File: src/rtl/breakout_pkg.sv
// Breakout geometry shared by the game blocks, plus the brick-wall FSM states.
package breakout_pkg;

   localparam int SCREEN_W    = 640;
   localparam int SCREEN_H    = 480;

   localparam int BALL_R      = 8;
   localparam int BAR_W       = 64;
   localparam int BAR_H       = 8;

   localparam int BRICK_ROWS  = 4;
   localparam int BRICK_COLS  = 10;
   localparam int BRICK_WIDTH = 64;
   localparam int BRICK_HIGHT = 16;
   localparam int WALL_TOP_Y  = 48;
   localparam int BRICK_GAP   = 2;

   typedef enum logic [2:0] {
      IDLE,
      CHECK_TOP,
      CHECK_BOTTOM,
      CHECK_LEFT,
      CHECK_RIGHT,
      REPORT
   } wall_state_t;

   // Unsigned 10-bit screen coordinate widened to the signed 11-bit point domain.
   function automatic logic signed [10:0] to_s11(input logic [9:0] v);
      return {1'b0, v};
   endfunction

endpackage

File: src/rtl/brick_wall_if.sv
// Signals between the brick wall and its neighbours (vga scan, ball mover, score).
interface brick_wall_if;
   logic       start;
   logic       frame;
   logic [9:0] next_x;
   logic [9:0] next_y;
   logic [9:0] x_ball;
   logic [9:0] y_ball;
   logic       brick_pixel;
   logic [1:0] brick_row;
   logic       hit_brick;
   logic       bounce_x;
   logic       bounce_y;
   logic [6:0] bricks_left;
   logic       cleared;

   modport master (
      output start, frame, next_x, next_y, x_ball, y_ball,
      input  brick_pixel, brick_row, hit_brick, bounce_x, bounce_y, bricks_left, cleared
   );

   modport slave (
      input  start, frame, next_x, next_y, x_ball, y_ball,
      output brick_pixel, brick_row, hit_brick, bounce_x, bounce_y, bricks_left, cleared
   );
endinterface

File: src/rtl/brick_cell_lookup.sv
// Maps a signed point to its brick cell: inside-wall flag, row, column, and
// whether it falls in the unpainted margin at the cell's left/top edge.
module brick_cell_lookup #(
   parameter  int ROWS    = 4,
   parameter  int COLS    = 10,
   parameter  int BRICK_W = 64,
   parameter  int BRICK_H = 16,
   parameter  int TOP_Y   = 48,
   parameter  int GAP     = 2,
   localparam int RW      = $clog2(ROWS),
   localparam int CW      = $clog2(COLS)
) (
   input  logic signed [10:0] x_i,
   input  logic signed [10:0] y_i,
   output logic               inside_o,
   output logic [RW-1:0]      row_o,
   output logic [CW-1:0]      col_o,
   output logic               in_gap_o
);

   localparam int XS = $clog2(BRICK_W);
   localparam int YS = $clog2(BRICK_H);

   localparam logic signed [10:0] X_END = 11'(COLS * BRICK_W);
   localparam logic signed [10:0] Y_BEG = 11'(TOP_Y);
   localparam logic signed [10:0] Y_END = 11'(TOP_Y + ROWS * BRICK_H);
   localparam logic [XS-1:0]      GAP_X = XS'(GAP);
   localparam logic [YS-1:0]      GAP_Y = YS'(GAP);

   // Offset into the wall; only meaningful when inside_o is high.
   logic [10:0] dy;
   assign dy = y_i - Y_BEG;

   assign inside_o = (x_i >= 11'sd0) && (x_i < X_END) && (y_i >= Y_BEG) && (y_i < Y_END);
   assign col_o    = CW'(x_i[10:XS]);
   assign row_o    = RW'(dy[10:YS]);
   assign in_gap_o = (x_i[XS-1:0] < GAP_X) || (dy[YS-1:0] < GAP_Y);

endmodule

File: src/rtl/brick_wall.sv
// Breakout brick field: paints live bricks for the scan position and, once per
// frame, tests the four extreme ball points in priority order, clearing one brick.
module brick_wall
   import breakout_pkg::*;
#(
   parameter int ROWS    = BRICK_ROWS,
   parameter int COLS    = BRICK_COLS,
   parameter int BRICK_W = BRICK_WIDTH,
   parameter int BRICK_H = BRICK_HIGHT,
   parameter int TOP_Y   = WALL_TOP_Y,
   parameter int GAP     = BRICK_GAP,
   parameter int R_BALL  = BALL_R
) (
   input logic         clock,
   input logic         reset,
   brick_wall_if.slave bus
);

   localparam int N  = ROWS * COLS;
   localparam int RW = $clog2(ROWS);
   localparam int CW = $clog2(COLS);

   localparam logic [6:0]         FULL = 7'(N);
   localparam logic signed [10:0] R_S  = 11'(R_BALL);

   wall_state_t  state_q;
   logic [N-1:0] alive_q;
   logic [6:0]   left_q;
   logic         start_q;
   logic         hit_q;
   logic         bx_q;
   logic         by_q;
   logic         cleared_q;

   logic                pix_inside, pix_gap;
   logic [RW-1:0]       pix_row;
   logic [CW-1:0]       pix_col;
   logic                chk_inside, chk_gap;
   logic [RW-1:0]       chk_row;
   logic [CW-1:0]       chk_col;
   logic signed [10:0]  ball_x, ball_y, chk_x, chk_y;
   logic                is_check;
   logic [N-1:0]        pix_sel, chk_sel;
   logic                chk_hit, start_rise;

   brick_cell_lookup #(
      .ROWS(ROWS), .COLS(COLS), .BRICK_W(BRICK_W), .BRICK_H(BRICK_H), .TOP_Y(TOP_Y), .GAP(GAP)
   ) u_pix_lookup (
      .x_i      (to_s11(bus.next_x)),
      .y_i      (to_s11(bus.next_y)),
      .inside_o (pix_inside),
      .row_o    (pix_row),
      .col_o    (pix_col),
      .in_gap_o (pix_gap)
   );

   brick_cell_lookup #(
      .ROWS(ROWS), .COLS(COLS), .BRICK_W(BRICK_W), .BRICK_H(BRICK_H), .TOP_Y(TOP_Y), .GAP(GAP)
   ) u_chk_lookup (
      .x_i      (chk_x),
      .y_i      (chk_y),
      .inside_o (chk_inside),
      .row_o    (chk_row),
      .col_o    (chk_col),
      .in_gap_o (chk_gap)
   );

   assign ball_x = to_s11(bus.x_ball);
   assign ball_y = to_s11(bus.y_ball);

   // The check lookup is time-shared: the state picks which extreme point it sees.
   always_comb begin
      chk_x    = ball_x;
      chk_y    = ball_y;
      is_check = 1'b1;
      case (state_q)
         CHECK_TOP:    chk_y = ball_y - R_S;
         CHECK_BOTTOM: chk_y = ball_y + R_S;
         CHECK_LEFT:   chk_x = ball_x - R_S;
         CHECK_RIGHT:  chk_x = ball_x + R_S;
         default:      is_check = 1'b0;
      endcase
   end

   for (genvar gi = 0; gi < N; gi++) begin : g_cell
      localparam logic [RW-1:0] GR = RW'(gi / COLS);
      localparam logic [CW-1:0] GC = CW'(gi % COLS);
      assign pix_sel[gi] = alive_q[gi] && (pix_row == GR) && (pix_col == GC);
      assign chk_sel[gi] = alive_q[gi] && (chk_row == GR) && (chk_col == GC);
   end

   // The gap margin is purely cosmetic; a ball point in it still hits the brick.
   assign chk_hit    = is_check && chk_inside && (|chk_sel);
   assign start_rise = bus.start && !start_q;

   always_ff @(posedge clock or negedge reset) begin
      if (!reset) begin
         state_q   <= IDLE;
         alive_q   <= '1;
         left_q    <= FULL;
         start_q   <= 1'b0;
         hit_q     <= 1'b0;
         bx_q      <= 1'b0;
         by_q      <= 1'b0;
         cleared_q <= 1'b0;
      end else begin
         start_q   <= bus.start;
         hit_q     <= 1'b0;
         bx_q      <= 1'b0;
         by_q      <= 1'b0;
         cleared_q <= (left_q == 7'd0);
         if (start_rise) begin
            alive_q <= '1;
            left_q  <= FULL;
            state_q <= IDLE;
         end else if (chk_hit) begin
            alive_q <= alive_q & ~chk_sel;
            left_q  <= left_q - 7'd1;
            hit_q   <= 1'b1;
            by_q    <= (state_q == CHECK_TOP) || (state_q == CHECK_BOTTOM);
            bx_q    <= (state_q == CHECK_LEFT) || (state_q == CHECK_RIGHT);
            state_q <= REPORT;
         end else begin
            case (state_q)
               IDLE:         if (bus.frame) state_q <= CHECK_TOP;
               CHECK_TOP:    state_q <= CHECK_BOTTOM;
               CHECK_BOTTOM: state_q <= CHECK_LEFT;
               CHECK_LEFT:   state_q <= CHECK_RIGHT;
               default:      state_q <= IDLE;
            endcase
         end
      end
   end

   assign bus.brick_pixel = pix_inside && !pix_gap && (|pix_sel);
   assign bus.brick_row   = 2'(pix_row);
   assign bus.hit_brick   = hit_q;
   assign bus.bounce_x    = bx_q;
   assign bus.bounce_y    = by_q;
   assign bus.bricks_left = left_q;
   assign bus.cleared     = cleared_q;

endmodule

File: src/flat_wrapper.sv
// flat-port wrapper written by rule: the top's interface ports become plain ports
module brick_wall_flat import breakout_pkg::*;
#(
   parameter int ROWS    = BRICK_ROWS,
   parameter int COLS    = BRICK_COLS,
   parameter int BRICK_W = BRICK_WIDTH,
   parameter int BRICK_H = BRICK_HIGHT,
   parameter int TOP_Y   = WALL_TOP_Y,
   parameter int GAP     = BRICK_GAP,
   parameter int R_BALL  = BALL_R
)
  (clock, reset, bus_start, bus_frame, bus_next_x, bus_next_y, bus_x_ball, bus_y_ball, bus_brick_pixel, bus_brick_row, bus_hit_brick, bus_bounce_x, bus_bounce_y, bus_bricks_left, bus_cleared);
  brick_wall_if bus_i ();
  input logic clock;
  input logic reset;
  input wire logic [$bits(bus_i.start)-1:0] bus_start;
  input wire logic [$bits(bus_i.frame)-1:0] bus_frame;
  input wire logic [$bits(bus_i.next_x)-1:0] bus_next_x;
  input wire logic [$bits(bus_i.next_y)-1:0] bus_next_y;
  input wire logic [$bits(bus_i.x_ball)-1:0] bus_x_ball;
  input wire logic [$bits(bus_i.y_ball)-1:0] bus_y_ball;
  output wire logic [$bits(bus_i.brick_pixel)-1:0] bus_brick_pixel;
  output wire logic [$bits(bus_i.brick_row)-1:0] bus_brick_row;
  output wire logic [$bits(bus_i.hit_brick)-1:0] bus_hit_brick;
  output wire logic [$bits(bus_i.bounce_x)-1:0] bus_bounce_x;
  output wire logic [$bits(bus_i.bounce_y)-1:0] bus_bounce_y;
  output wire logic [$bits(bus_i.bricks_left)-1:0] bus_bricks_left;
  output wire logic [$bits(bus_i.cleared)-1:0] bus_cleared;
  assign bus_i.start = bus_start;
  assign bus_i.frame = bus_frame;
  assign bus_i.next_x = bus_next_x;
  assign bus_i.next_y = bus_next_y;
  assign bus_i.x_ball = bus_x_ball;
  assign bus_i.y_ball = bus_y_ball;
  assign bus_brick_pixel = bus_i.brick_pixel;
  assign bus_brick_row = bus_i.brick_row;
  assign bus_hit_brick = bus_i.hit_brick;
  assign bus_bounce_x = bus_i.bounce_x;
  assign bus_bounce_y = bus_i.bounce_y;
  assign bus_bricks_left = bus_i.bricks_left;
  assign bus_cleared = bus_i.cleared;
  brick_wall #(.ROWS(ROWS), .COLS(COLS), .BRICK_W(BRICK_W), .BRICK_H(BRICK_H), .TOP_Y(TOP_Y), .GAP(GAP), .R_BALL(R_BALL)) u_core (.clock(clock), .reset(reset), .bus(bus_i));
endmodule
File: config.mk
export PLATFORM = sky130hd
export DESIGN_NAME = brick_wall_flat
export DESIGN_NICKNAME = d
export VERILOG_FILES = /design/src/rtl/breakout_pkg.sv /design/src/rtl/brick_wall_if.sv /design/src/rtl/brick_cell_lookup.sv /design/src/rtl/brick_wall.sv /design/src/flat_wrapper.sv
export SDC_FILE = /design/constraint.sdc
export NUM_CORES = 1
export LEC_CHECK = 0
export CAP_MARGIN = 20
export CORE_MARGIN = 1.5
export CORE_UTILIZATION = 50
export CTS_CLUSTER_DIAMETER = 120
export CTS_CLUSTER_SIZE = 16
export DETAILED_ROUTE_END_ITERATION = 10
export GPL_TIMING_DRIVEN = 0
export PLACE_DENSITY = 0.78
export SETUP_SLACK_MARGIN = 0.1
export SYNTH_ARGS = -nofsm -noshare
export SYNTH_HDL_FRONTEND = slang
export SYNTH_HIERARCHICAL = 1
export SYNTH_SLANG_ARGS = --single-unit
File: constraint.sdc
create_clock -name clock -period 6.1 [get_ports clock]
set_clock_uncertainty 0.1 [all_clocks]
set_input_delay 0.915 -clock clock [delete_from_list [all_inputs] [get_ports clock]]
set_output_delay 0.915 -clock clock [all_outputs]
set_load 0.05 [all_outputs]
### After elaboration in Yosys (flattened, before gate mapping)

Index checks and enable logic that the tools add are counted.

* flip-flop bits (word level): 55
* output and inout bits: 14
* bits of input ports: 44

* reductions and logical operators: 186
* bitwise gates (word level): 2
* mux-type cells: 17
* $lt $le $gt $ge: 10
* equality and inequality tests: 29
* add/subtract/negate cells: 7

Operator list (number)
* logical AND 1 bit: 171
* 2-to-1 mux 40 bit: 2
* OR reduction 40 bit: 2
* case mux 11 bit (2 select lines): 2
* AND 40 bit: 1
* inverter 40 bit: 1
* == test 4 x 3 -> 1 bit, second input constant: 8
* adder 10 x 4 -> 11 bit, second input constant: 2
* subtractor 10 x 4 -> 11 bit, second input constant: 2
* == test 4 x 2 -> 1 bit, second input constant: 4
* == test 4 bit, second input constant: 4
* 2-to-1 mux 7 bit: 2
* case mux 3 bit (4 select lines): 1
* >= comparator 11 x 1 -> 1 bit, second input constant: 1
* >= comparator 11 x 7 -> 1 bit, second input constant: 1
* < comparator 11 bit, second input constant: 1
* < comparator 11 x 8 -> 1 bit, second input constant: 1
* >= comparator 10 x 1 -> 1 bit, second input constant: 1
* >= comparator 10 x 6 -> 1 bit, second input constant: 1
* < comparator 10 bit, second input constant: 1
* < comparator 10 x 7 -> 1 bit, second input constant: 1
* 2-to-1 mux 3 bit: 3
* == test 2 bit, second input constant: 4
* == test 4 x 1 -> 1 bit, second input constant: 2
* other kinds (19): 32

### Depth between registers and ports, before layout

* depth in word-level cells: 10
* gate-level depth with buffers: 20
* depth with buffers taken out: 17

### Hierarchy

The synthesis kept the hierarchy.

By module, submodules not included
* brick_wall: cells an instance 442, instances 1, area an instance 4111.4 sq um, seq. area each 1428.9 sq um
* brick_cell_lookup: cells an instance 17, instances 2, area an instance 108.9 sq um, seq. area each 0.0 sq um

### Worst setup path after synthesis

No wires, ideal clock.

* path kind: in2reg
* start point: input port bus_x_ball[3]
* end point: register u_core.left_q[4] (netlist: u_core/bus.bricks_left[4])
* data required time: 5.876 ns
* arrival time: 4.025 ns
* stages: 17
* slack: 1.851 ns
* path through: fa_1 -> a21oi_1 -> nor2_1 -> nor2_1 -> o21bai_1 -> a21oi_1 -> xnor2_1 -> mux2_2 -> buf_4 -> buf_4 -> nand2b_4 -> o32ai_1 -> a221oi_1 -> a211oi_2 -> o31ai_4 -> or4_1 -> mux2i_1

* longest elaborated chain between the ends: 9

RTL lines
* start, declared: line flat_wrapper.sv:20 `input wire logic [$bits(bus_i.x_ball)-1:0] bus_x_ball;`
* adder 10 x 4 -> 11 bit / subtractor 10 x 4 -> 11 bit (equally long branches): line brick_wall.sv:80, brick_wall.sv:79
* case mux 11 bit (2 select lines) (*): line brick_wall.sv:76 `case (state_q)`
* via u_core.chk_x[9]: line brick_wall.sv:41 `logic signed [10:0] ball_x, ball_y, chk_x, chk_y;`
* >= comparator 11 x 1 -> 1 bit / < comparator 11 bit (equally long branches): line brick_cell_lookup.sv:34 `assign inside_o = (x_i >= 11'sd0) && (x_i < X_END) && (y_i >= Y_BEG) && (y_i < Y_END);`
* logical AND 1 bit (3 in series): line brick_cell_lookup.sv:34
* logical AND 1 bit: line brick_wall.sv:93 `assign chk_hit = is_check && chk_inside && (|chk_sel);`
* logical AND 1 bit (*): line brick_wall.sv:93
* nonzero test 2 bit (no line) (*)
* end signal, assigned: line brick_wall.sv:118 `left_q <= left_q - 7'd1;`
* end, declared: line brick_wall.sv:28 `logic [6:0] left_q;`

The timed path passes the listed nets; every way through them passes the cells marked *.
A chain may end at the register's enable or synchronous reset.

### Worst setup path in the final report

* start point: input port bus_next_x[8]
* end point: output port bus_brick_pixel

* longest elaborated chain between the ends: 6

RTL lines
* start, declared: line flat_wrapper.sv:18 `input wire logic [$bits(bus_i.next_x)-1:0] bus_next_x;`
* >= comparator 10 x 1 -> 1 bit / < comparator 10 bit (equally long branches): line brick_cell_lookup.sv:34
* logical AND 1 bit (3 in series): line brick_cell_lookup.sv:34
* logical AND 1 bit: line brick_wall.sv:135 `assign bus.brick_pixel = pix_inside && !pix_gap && (|pix_sel);`
* logical AND 1 bit (*): line brick_wall.sv:135
* end, declared: line flat_wrapper.sv:22 `output wire logic [$bits(bus_i.brick_pixel)-1:0] bus_brick_pixel;`

Every way passes the cells marked *; elsewhere a longest branch is shown, timed or not.

==> parameters.txt <==
Parameter                              Value

Clocking
  Clock Root Buffer    sky130_fd_sc_hd__clkbuf_8
  Post-CTS resize count    0
  Clk slew on worst S/H paths    0.09 ns
  CTS HTree Levels    2
  CTS tree    done
  Clock latency on the worst-skew pair    0.32 ns
  Number of buffers added for setup after CTS    0
  Maximum buffer depth of the clock tree    2
  TritonCTS Sinks    55
  CTS buffer count    5
  CTS Hold Buffers Added    0

Placed design
  Instance area at placement    4950 um2
  Count of buffers inserted at the top-level ports    52
  Final GP Congestion    1.00
  HPWL after DPL    8860 um

Global routing
  Overall Global Routing Usage    27.3%
  Global-route wire length before repair    19100 um
  GRT overflow    0
  Maximum number of pins on one net before global-route repair    30
  Vias in the first global route    3866
  Number of antenna violations at the first check in global routing    0

Worst setup path
  Worst Reg2Reg Path Length in Cells    17
  Destination of the worst register-to-register timing path    u_core/alive_q[2]$_DFFE_PN1P_
  Crit Path Class    input port to primary output
  Critical-path top delay cell    sky130_fd_sc_hd__clkdlybuf4s50_1
  Worst endpoint required time    5.08 ns
  Worst setup slack for register-to-register paths    1.22 ns
  Crit path max fanout    10
  Type of origin of the critical path    input port
  Most frequent CP cell    sky130_fd_sc_hd__clkdlybuf4s50_1
  Chain of cells forming the critical path    clkdlybuf4s50_1, buf_4, clkbuf_1, buf_2, nor3b_1, a22oi_1, o21ai_0, a211o_1, mux4_2, and3b_1, clkdlybuf4s50_1
  Reg-to-Reg Start    u_core/state_q[1]$_DFFE_PN0P_
  CP peak stage delay    0.69 ns
  Category of the worst setup path capture point    primary output
  CP arrival    4.12 ns

Die
  Horizontal die dimension    95.5 um
  Initial Utilization    51.8%
  # IOs    58
  Die area    9120 um2
  Row cnt    33
  Die Y    95.5 um
  Placeable Area    8260 um2

Final layout
  Fraction of final layout cells with drive strength greater than 1    19.8%
  Most common cell after layout, fill and taps aside    sky130_fd_sc_hd__nor2_1
  Design area    5060 um2
  Highest-count cells in the layout ignoring fill and taps    55 x sky130_fd_sc_hd__nor2_1, 51 x sky130_fd_sc_hd__clkdlybuf4s50_1, 46 x sky130_fd_sc_hd__nand2_1
  Area growth from synthesis to final layout    18.2%
  Final-stage net count    592
  Finished Core Util    61.2%
  Layout fillers    741
  Antenna cell count    0

STA
  Setup repair after global routing missed its margin    no
  Sum Neg Setup Slack    0 ns
  Number of max-slew violations in the final report    0
  Period Utilization, post-route    84.2%
  Actual transition at the worst max-transition pin    0.832 ns
  Normalized max-slew margin    44.1%
  Count of endpoints failing hold in the final timing report    0
  Maximum clock frequency    195 MHz
  Post-route minimum period    5.14 ns
  Setup Viol. Count Final    0

Min path
  Worst Hold Depth    2
  Worst Hold Class    flop to flop
  Hold worst-path end    u_core/alive_q[31]$_DFFE_PN1P_
  Min-delay src    u_core/alive_q[31]$_DFFE_PN1P_

Route
  Post-Route WL    11700 um
  Number of nets with antenna violations after detailed routing    0
  Wire length per cell after detailed routing    18.5 um
  Iteration-0 DRC Markers    494
  # DRC    0
  Initial DRT Pass Iterations    5
  Total number of vias    3999
  Number of vias per cell    6.29

Logic synthesis
  Number of warnings issued by yosys    6
  Cells after synthesis    469
  Mean instance size in the synthesized netlist    9.12 um2
  Cell area after technology mapping    4280 um2

Power
  Pleak    1.97 nW
  Power Density    411 nW/um2
  Maximum vdd ir drop    0.000363 V

Flow run
  Number of max-cap violations    0

Status
  Result of the run    finished clean
critical path: cells and delay by family:
| family | cells | cell delay, ns |
|---|---|---|
| mux | 1 | 0.46 |
| buf+inv | 5 | 1.84 |
| simple gates | 2 | 0.29 |
| compound gates | 3 | 0.61 |
cell type report:
cell class              instances  area, um2  area share [%]
plain buffers                  35        262            5.17
clock buffers                   6       72.6            1.44
clock inverters                 2       36.3           0.718
inverters                      13       48.8           0.965
multi-input cells             367       2540            50.3
flip-flops and latches         55       1430            28.3
well taps                     105        131            2.60
repair buffers                 53        536            10.6
power breakdown:
| part | switching, mW | internal [mW] | total [mW] |
|---|---|---|---|
| Sequential | 0.0332 | 0.397 | 0.431 |
| Clock | 0.123 | 0.123 | 0.246 |
| Combinational | 0.845 | 0.560 | 1.40 |
per-layer routing:
| metal | vias up | global-route usage (%) | routed length, um |
|---|---|---|---|
| li1 | 1825 | - | - |
| met1 | 1919 | 36.1 | 4970 |
| met2 | 215 | 44.6 | 5350 |
| met3 | 40 | 4.78 | 1080 |
| met4 | 0 | 9.80 | 345 |
| met5 | - | 0 | 0 |
state kept, by name, indices dropped and copies added, names as in the netlist:
| signal | count |
|---|---|
| u_core/alive_q | 40 |
| u_core/bus.bounce_x | 1 |
| u_core/bus.bounce_y | 1 |
| u_core/bus.bricks_left | 7 |
| u_core/bus.cleared | 1 |
| u_core/bus.hit_brick | 1 |
| u_core/start_q | 1 |
| u_core/state_q | 3 |
stage by stage:
stage | hold WS (ns) | total power, mW | setup WS, ns | instances
4_1_cts | 0.390 | 2.06 | 0.988 | 636
2_1_floorplan | 0.354 | 1.50 | 1.90 | 470
3_3_place_gp | 0.373 | 1.78 | 1.03 | 627
3_5_place_dp | 0.376 | 1.81 | 0.941 | 628
5_1_grt | 0.399 | 2.22 | 0.804 | 636
6_report | 0.384 | 2.08 | 0.963 | 636
worst max-delay path by stage:
stage / startpoint / to / slack [ns] / cells after the start
after global routing: bus_next_x[8] / bus_brick_pixel / 0.80 / 11
after CTS: bus_next_x[8] / bus_brick_pixel / 0.99 / 11
after floorplan: bus_x_ball[3] / u_core/bus.bricks_left[4]$_DFFE_PN0P_ / 1.90 / 17
after detailed placement: bus_x_ball[3] / u_core/alive_q[0]$_DFFE_PN1P_ / 0.94 / 16
after global placement: bus_next_x[8] / bus_brick_pixel / 1.03 / 11
final: bus_next_x[8] / bus_brick_pixel / 0.96 / 11
Note: power is estimated with default switching activity, not from simulation.
